**config.mk**
```make
export PLATFORM = sky130hd
export DESIGN_NAME = dfs_ctrl
export DESIGN_NICKNAME = d
export VERILOG_FILES = /design/src/rtl/dfs_ctrl.sv
export SDC_FILE = /design/constraint.sdc
export NUM_CORES = 1
export LEC_CHECK = 0
export BUFFER_PORTS_ARGS = -buffer_cell sky130_fd_sc_hd__buf_2
export CORE_UTILIZATION = 50
export DETAILED_ROUTE_END_ITERATION = 6
export GPL_ROUTABILITY_DRIVEN = 0
export PLACE_DENSITY = 0.71
export RECOVER_POWER = 50
export SLEW_MARGIN = 20
export SYNTH_ARGS = -nofsm -noshare
export SYNTH_HDL_FRONTEND = slang
export SYNTH_SLANG_ARGS = --single-unit
```
**constraint.sdc**
```tcl
create_clock -name clk -period 4.3 [get_ports clk]
set_input_delay 0.215 -clock clk [delete_from_list [all_inputs] [get_ports clk]]
set_output_delay 0.215 -clock clk [all_outputs]
set_load 0.1 [all_outputs]
```
**src/rtl/dfs_ctrl.sv**
```systemverilog
// Dynamic frequency-switch controller: drives the clock-source select, waits a settle
// period before confirming the new mode, then enforces a dwell before the next request.
module dfs_ctrl #(
  parameter int SETTLE_CYC = 8,
  parameter int HOLD_CYC   = 16
) (
  input  logic       clk,
  input  logic       rstn,
  input  logic       req_valid,
  input  logic       req_fast,
  output logic       req_ready,
  output logic       sel,
  output logic       cur_fast,
  output logic       busy,
  output logic       done,
  output logic [7:0] sw_cnt
);

  typedef enum logic [1:0] {
    IDLE   = 2'd0,
    SWITCH = 2'd1,
    HOLD   = 2'd2
  } state_t;

  // Counter reload values; both parameters are limited to 1..256 so N-1 fits in 8 bits.
  localparam logic [7:0] SETTLE_LD = 8'(SETTLE_CYC - 1);
  localparam logic [7:0] HOLD_LD   = 8'(HOLD_CYC - 1);

  state_t     state;
  logic [7:0] cnt;

  assign req_ready = (state == IDLE);
  assign busy      = (state != IDLE);

  always_ff @(posedge clk or negedge rstn) begin
    if (!rstn) begin
      state    <= IDLE;
      sel      <= 1'b0;
      cur_fast <= 1'b0;
      done     <= 1'b0;
      sw_cnt   <= 8'd0;
      cnt      <= 8'd0;
    end else begin
      done <= 1'b0;
      case (state)
        IDLE: begin
          if (req_valid) begin
            if (req_fast == cur_fast) begin
              done <= 1'b1;
            end else begin
              sel   <= req_fast;
              cnt   <= SETTLE_LD;
              state <= SWITCH;
            end
          end
        end
        SWITCH: begin
          if (cnt != 8'd0) begin
            cnt <= cnt - 8'd1;
          end else begin
            cur_fast <= sel;
            done     <= 1'b1;
            if (sw_cnt != 8'hff) sw_cnt <= sw_cnt + 8'd1;
            cnt      <= HOLD_LD;
            state    <= HOLD;
          end
        end
        HOLD: begin
          if (cnt != 8'd0) cnt <= cnt - 8'd1;
          else             state <= IDLE;
        end
        default: begin
          state <= IDLE;
          cnt   <= 8'd0;
        end
      endcase
    end
  end

endmodule

```
==> flow_summary.json, run 1 <==
{
  "run_status": "complete, no violations",
  "cts_inserted_buffers": 3,
  "drc": 0,
  "antenna_found_initial": 0,
  "layout_min_cycle_time_ns": 2.05,
  "p_int_w": 0.000234,
  "rows": 17,
  "insertedDiodeCount": 0,
  "fin_tns_setup_ns": 0,
  "portBuffers": 16,
  "cp-start-kind": "flop",
  "vias_per_cell": 5.77,
  "multi_input_area_um2": 629,
  "drt_wl_total_um": 2390,
  "postSynthAreaPerCell_um2": 9.88,
  "drtIter0Drc": 14,
  "synth_compound_area_frac": 0.165,
  "drv_slew": 0,
  "clkSinkCount": 21,
  "ctsHtreeMaxLevel": 1,
  "endpoint_kind": "flop",
  "finalCritPeriodShare": 0.477,
  "synth-adder-area-share": 0.0211,
  "drive_gt1_frac": 0.152,
  "boundaryPins": 17,
  "synth_xor_area_frac": 0.0886,
  "vias": 958,
  "power_frac_comb": 0.024,
  "final_common_cell": "dfrtp_1",
  "hold_path.class": "in2reg",
  "max_freq_mhz": 487,
  "final_cell_mix": "dfrtp_1 (21), nand2_1 (12), xor2_1 (11)",
  "required_ns": 4.51,
  "p_sw_frac": 0.231,
  "regArea_um2": 526,
  "grt_pass1_wl_um": 4040,
  "hold_viol_final": 0,
  "ys_types": 37,
  "p_sw_w": 0.0000703,
  "grt_max_degree": 22,
  "dr.pass1.iters": 4,
  "cts_buffer_depth": 2,
  "grt.overflow.total": 0,
  "ys.flop_type": "dfrtp_1",
  "crit_fanout": 9,
  "skew_ns": 0.00323,
  "clkLatencyLatePin_ns": 0.31,
  "fin_nets": 145,
  "area_growth_pct": 11.1,
  "ir_drop_v": 0.000166,
  "core_area_mm2": 0.00223,
  "antenna_left": 0,
  "cts-root-buf": "clkbuf_4",
  "worst_slew_pin_slew_ns": 1.16,
  "maxCapViolations": 0,
  "powerDensity_mw_per_mm2": 231,
  "crit_arrival_ns": 2.26,
  "grtUsageTotal": 0.215,
  "postSynthCellCount": 120,
  "dp_cells": 161,
  "grt_setup_unrepaired": "false",
  "wl_per_cell_um": 14.4,
  "die_w_um": 50.7,
  "max-slew-margin-rel": 0.233,
  "power_frac_clock": 0.327,
  "hpwl_um": 1750,
  "grt_pass1_vias": 902,
  "syn_nets": 126,
  "fill_cells": 206,
  "synthArstFlopShare": 1.00,
  "synth_edf_count": 0,
  "synth_top_family_by_area": "simple AND/OR/NAND/NOR gates",
  "cts_tree": "done",
  "path_class": "reg2reg",
  "path_clk_slew_ns": 0.12,
  "netlist_area_mm2": 0.00119,
  "power_frac_seq": 0.649,
  "synth.area.mux_share": 0.0443,
  "instances_no_fill": 166,
  "die_y_um": 50.7,
  "start_util": 0.531,
  "leakagePower_nw": 0.580,
  "yosysSeqAreaShare": 0.443,
  "die_area_mm2": 0.00257,
  "ys_seq_elements": 21,
  "synth_simple_gate_area_frac": 0.212,
  "yosysWarnings": 0,
  "setup_viol": 0
}
[final cells by class]
cell class,count,share of cell area
Inverter,5,0.0142
Tap cell,28,0.0266
Multi-Input combinational cell,91,0.478
Clock inverter,1,0.00380
Sequential cell,21,0.399
Clock buffer,3,0.0171
Timing Repair Buffer,17,0.0617
[cell families after synthesis]
| kind of cell | Yosys count |
|---|---|
| and+or+nand+nor | 41 |
| AOI/OAI and AO/OA | 31 |
| DFF | 21 |
| xor gates and xnor gates | 12 |
| buffers and inverters | 8 |
| muxes | 5 |
| adders and majority gates | 2 |
[metrics by stage]
stage	util	total power (W)	hold slack (ns)	cell area (um^2)	setup slack, ns
after global routing	0.590	0.000316	0.230	1320	2.12
after CTS	0.594	0.000306	0.172	1330	2.28
final	0.590	0.000304	0.185	1320	2.25
after floorplan	-	0.000202	-0.0806	1190	1.99
after detailed placement	0.577	0.000209	0.203	1290	2.29
after global placement	0.577	0.000208	0.193	1290	2.41
[power groups by stage]
stage / sequential, W / clock (W) / combinational, W
after global routing: 0.000198 / 0.000109 / 0.00000905
after global placement: 0.000201 / 0 / 0.00000708
final: 0.000197 / 0.0000996 / 0.00000744
after CTS: 0.000197 / 0.000101 / 0.00000801
after detailed placement: 0.000201 / 0 / 0.00000733
after floorplan: 0.000201 / 0 / 0.000000985
[final timing paths]
| check | from | endpoint | slack [ns] | cells after the start |
|---|---|---|---|---|
| setup / recovery | cnt[0] | sw_cnt[1] | 2.25 | 6 |
| hold / removal | req_fast | sel | 0.18 | 3 |
| setup reg to reg | cnt[0] | sw_cnt[1] | 2.25 | 6 |
| hold reg to reg | sw_cnt[7] | sw_cnt[7] | 0.50 | 1 |
| max in group asynchronous | rstn | cur_fast | 3.03 | 2 |
| min in group asynchronous | rstn | cnt[0] | 0.62 | 2 |
[critical path, cell delays in order (launching register included)]
cell	delay, ns
dfrtp_1	0.40
inv_1	0.10
ha_1	0.22
nor3b_2	0.41
nand3_4	0.20
nor2_1	0.25
mux2_2	0.37
[per-layer routing]
metal,global-route usage,share of wire,vias to the layer above
met4,0.0972,0.0050,0
li1,-,-,468
met2,0.360,0.49,16
met5,0,0,-
met1,0.274,0.48,472
met3,0.0273,0.026,2
[timing repair]
action,4_1_cts,5_1_grt
hold buffers,1,0
buffers inserted,0,0
resized for setup,0,0
hold endpoints to repair,21,0
setup endpoints to repair,0,0
[flip-flops by register name, indices dropped and copies added, names as in the netlist]
register  cells
state         2
done          1
cnt           8
sel           1
sw_cnt        8
cur_fast      1
[synth_stat cells (2+ instances only)]
cell type,count,area [um^2]
a21boi_0,2,15.0
a21oi_1,7,35.0
a31oi_1,4,25.0
and4_1,2,17.5
clkbuf_1,2,7.51
dfrtp_1,21,526
ha_1,2,25.0
inv_1,5,18.8
mux2_2,2,22.5
mux2i_1,3,30.0
nand2_1,12,45.0
nand3_1,3,15.0
nor2_1,4,15.0
nor3_1,5,25.0
nor3b_1,2,15.0
nor4_1,2,12.5
o21a_1,2,15.0
o21ai_0,7,35.0
o21bai_1,3,22.5
or2_2,2,12.5
or4_1,2,15.0
xor2_1,11,96.3
No activity file was read; power rests on OpenSTA's default activity.
==> run 2, diff against run 1 <==
- PLACE_DENSITY: 0.71 -> 0.74
- clock period: 4.3 -> 1.85 ns (I/O delays scaled with it)
==> flow_summary.json, run 2 (synthesized netlist as in run 1, its figures left out) <==
{
  "run_status": "complete, no violations",
  "power_w": 0.000704,
  "required_ns": 2.06,
  "max_stage_delay_ns": 0.40,
  "powerDensity_mw_per_mm2": 470,
  "cts-root-buf": "clkbuf_4",
  "cts_inserted_buffers": 3,
  "finalWorstSetupSlack_ns": 0.0972,
  "vias_per_cell": 5.74,
  "leakagePower_nw": 0.643,
  "antenna_left": 0,
  "finalCritPeriodShare": 0.947,
  "ir_drop_v": 0.000320,
  "path_clk_slew_ns": 0.12,
  "cts_tree": "done",
  "cts_buffer_depth": 2,
  "rows": 17,
  "crit_start": "cnt[1]",
  "path_cells": "inv_1, ha_4, nor3b_4, nand3_4, nor2_4, mux2_2",
  "max_freq_mhz": 571,
  "setup_viol": 0,
  "hp-start": "req_fast",
  "vias": 1004,
  "largestRegisters": "cnt x8, sw_cnt x8, state x2",
  "die_y_um": 50.7,
  "critPathTopFamily": "simple AND/OR/NAND/NOR gates",
  "hpwl_um": 1780,
  "core_area_mm2": 0.00223,
  "wl_per_cell_um": 14.5,
  "drive_gt1_frac": 0.361,
  "clkSinkCount": 21,
  "path_buf_inv": 1,
  "endpoint_kind": "flop",
  "die_area_mm2": 0.00257,
  "ff2ff_path_depth": 6,
  "drtIter0Drc": 12,
  "worst-path-stages": 6,
  "slowest_stage": "dfrtp_1",
  "cp-start-kind": "flop",
  "final_util": 0.671,
  "max-slew-margin-rel": 0.249,
  "ctsHtreeMaxLevel": 1,
  "hold_path.class": "in2reg",
  "grt_pass1_vias": 928,
  "r2r_start": "cnt[1]",
  "fin_nets": 154,
  "drt_wl_total_um": 2540,
  "grt_max_degree": 22,
  "path_class": "reg2reg",
  "final_cell_mix": "nand2_1 (12), dfrtp_1 (12), xor2_1 (11)",
  "portBuffers": 16,
  "skew_ns": 0.00128,
  "boundaryPins": 17,
  "place_ws_ns": -0.0105,
  "drv_slew": 0,
  "grtUsageTotal": 0.219,
  "layout_min_cycle_time_ns": 1.75,
  "hold_viol_final": 0,
  "crit_arrival_ns": 1.96,
  "insertedDiodeCount": 0,
  "grt_pass1_wl_um": 4100,
  "grt.overflow.total": 0,
  "dr.pass1.iters": 4,
  "crit_fanout": 8,
  "maxCapViolations": 0,
  "drc": 0,
  "worst_slew_pin_slew_ns": 1.13,
  "area_growth_pct": 26.4,
  "start_util": 0.531,
  "min_path_cells": 3,
  "antenna_found_initial": 0,
  "die_w_um": 50.7,
  "clkLatencyLatePin_ns": 0.31
}
run 2: worst register-to-register path: stages, from the launching register on:
cell and delay, ns:
dfrtp_1 0.40, inv_1 0.12, ha_4 0.17, nor3b_4 0.27, nand3_4 0.20, nor2_4 0.15, mux2_2 0.34
run 2: final cells by class:
| type | instances | area, um^2 |
|---|---|---|
| fill | 188 | 734 |
| multi-input combinational | 91 | 706 |
| sequential | 21 | 549 |
| timing repair buffer | 26 | 159 |
| tap | 28 | 35.0 |
| clock buffer | 3 | 22.5 |
| inverter | 5 | 22.5 |
| clock inverter | 1 | 5.00 |
run 2: per-layer routing:
metal,vias to the layer above,GRT usage,wire length [um]
met4,0,0.0833,36
met2,17,0.391,1280
met3,5,0.0364,62
li1,492,-,-
met1,490,0.259,1160
met5,-,0,0
run 2: report_power, final:
part,switching [W],internal [W]
registers,0,0.000459
logic,0.0000138,0.00000440
clock network,0.000147,0.0000808
total,0.000160,0.000544
run 2: final timing paths:
check	endpoint	slack [ns]
worst max-delay path	sw_cnt[1]	0.1
min in group asynchronous	cnt[1]	0.50
worst min register to register	sw_cnt[5]	0.48
worst min-delay path	sel	0.06
worst max register to register	sw_cnt[1]	0.1
max in group asynchronous	sw_cnt[4]	0.54
run 2: metrics by stage:
| stage | cells | hold WS (ns) | TNS [ns] | cell area, um^2 |
|---|---|---|---|---|
| CTS | 174 | 0.0531 | 0 | 1430 |
| global route | 175 | 0.0994 | -0.0364 | 1500 |
| finish | 175 | 0.0592 | 0 | 1500 |
| global placement | 169 | 0.0765 | 0 | 1380 |
| floorplan | 120 | -0.203 | -0.0919 | 1230 |
| detailed placement | 169 | 0.0792 | -0.0105 | 1380 |
run 2: repair_timing:
| item | CTS | global route |
|---|---|---|
| hold buffers | 1 | 0 |
| pin swaps | 0 | 1 |
| hold endpoints to repair | 21 | 0 |
| endpoints found under the setup margin | 4 | 13 |
| buffers inserted | 0 | 1 |
| cloned | 0 | 0 |
| resized for setup | 2 | 12 |
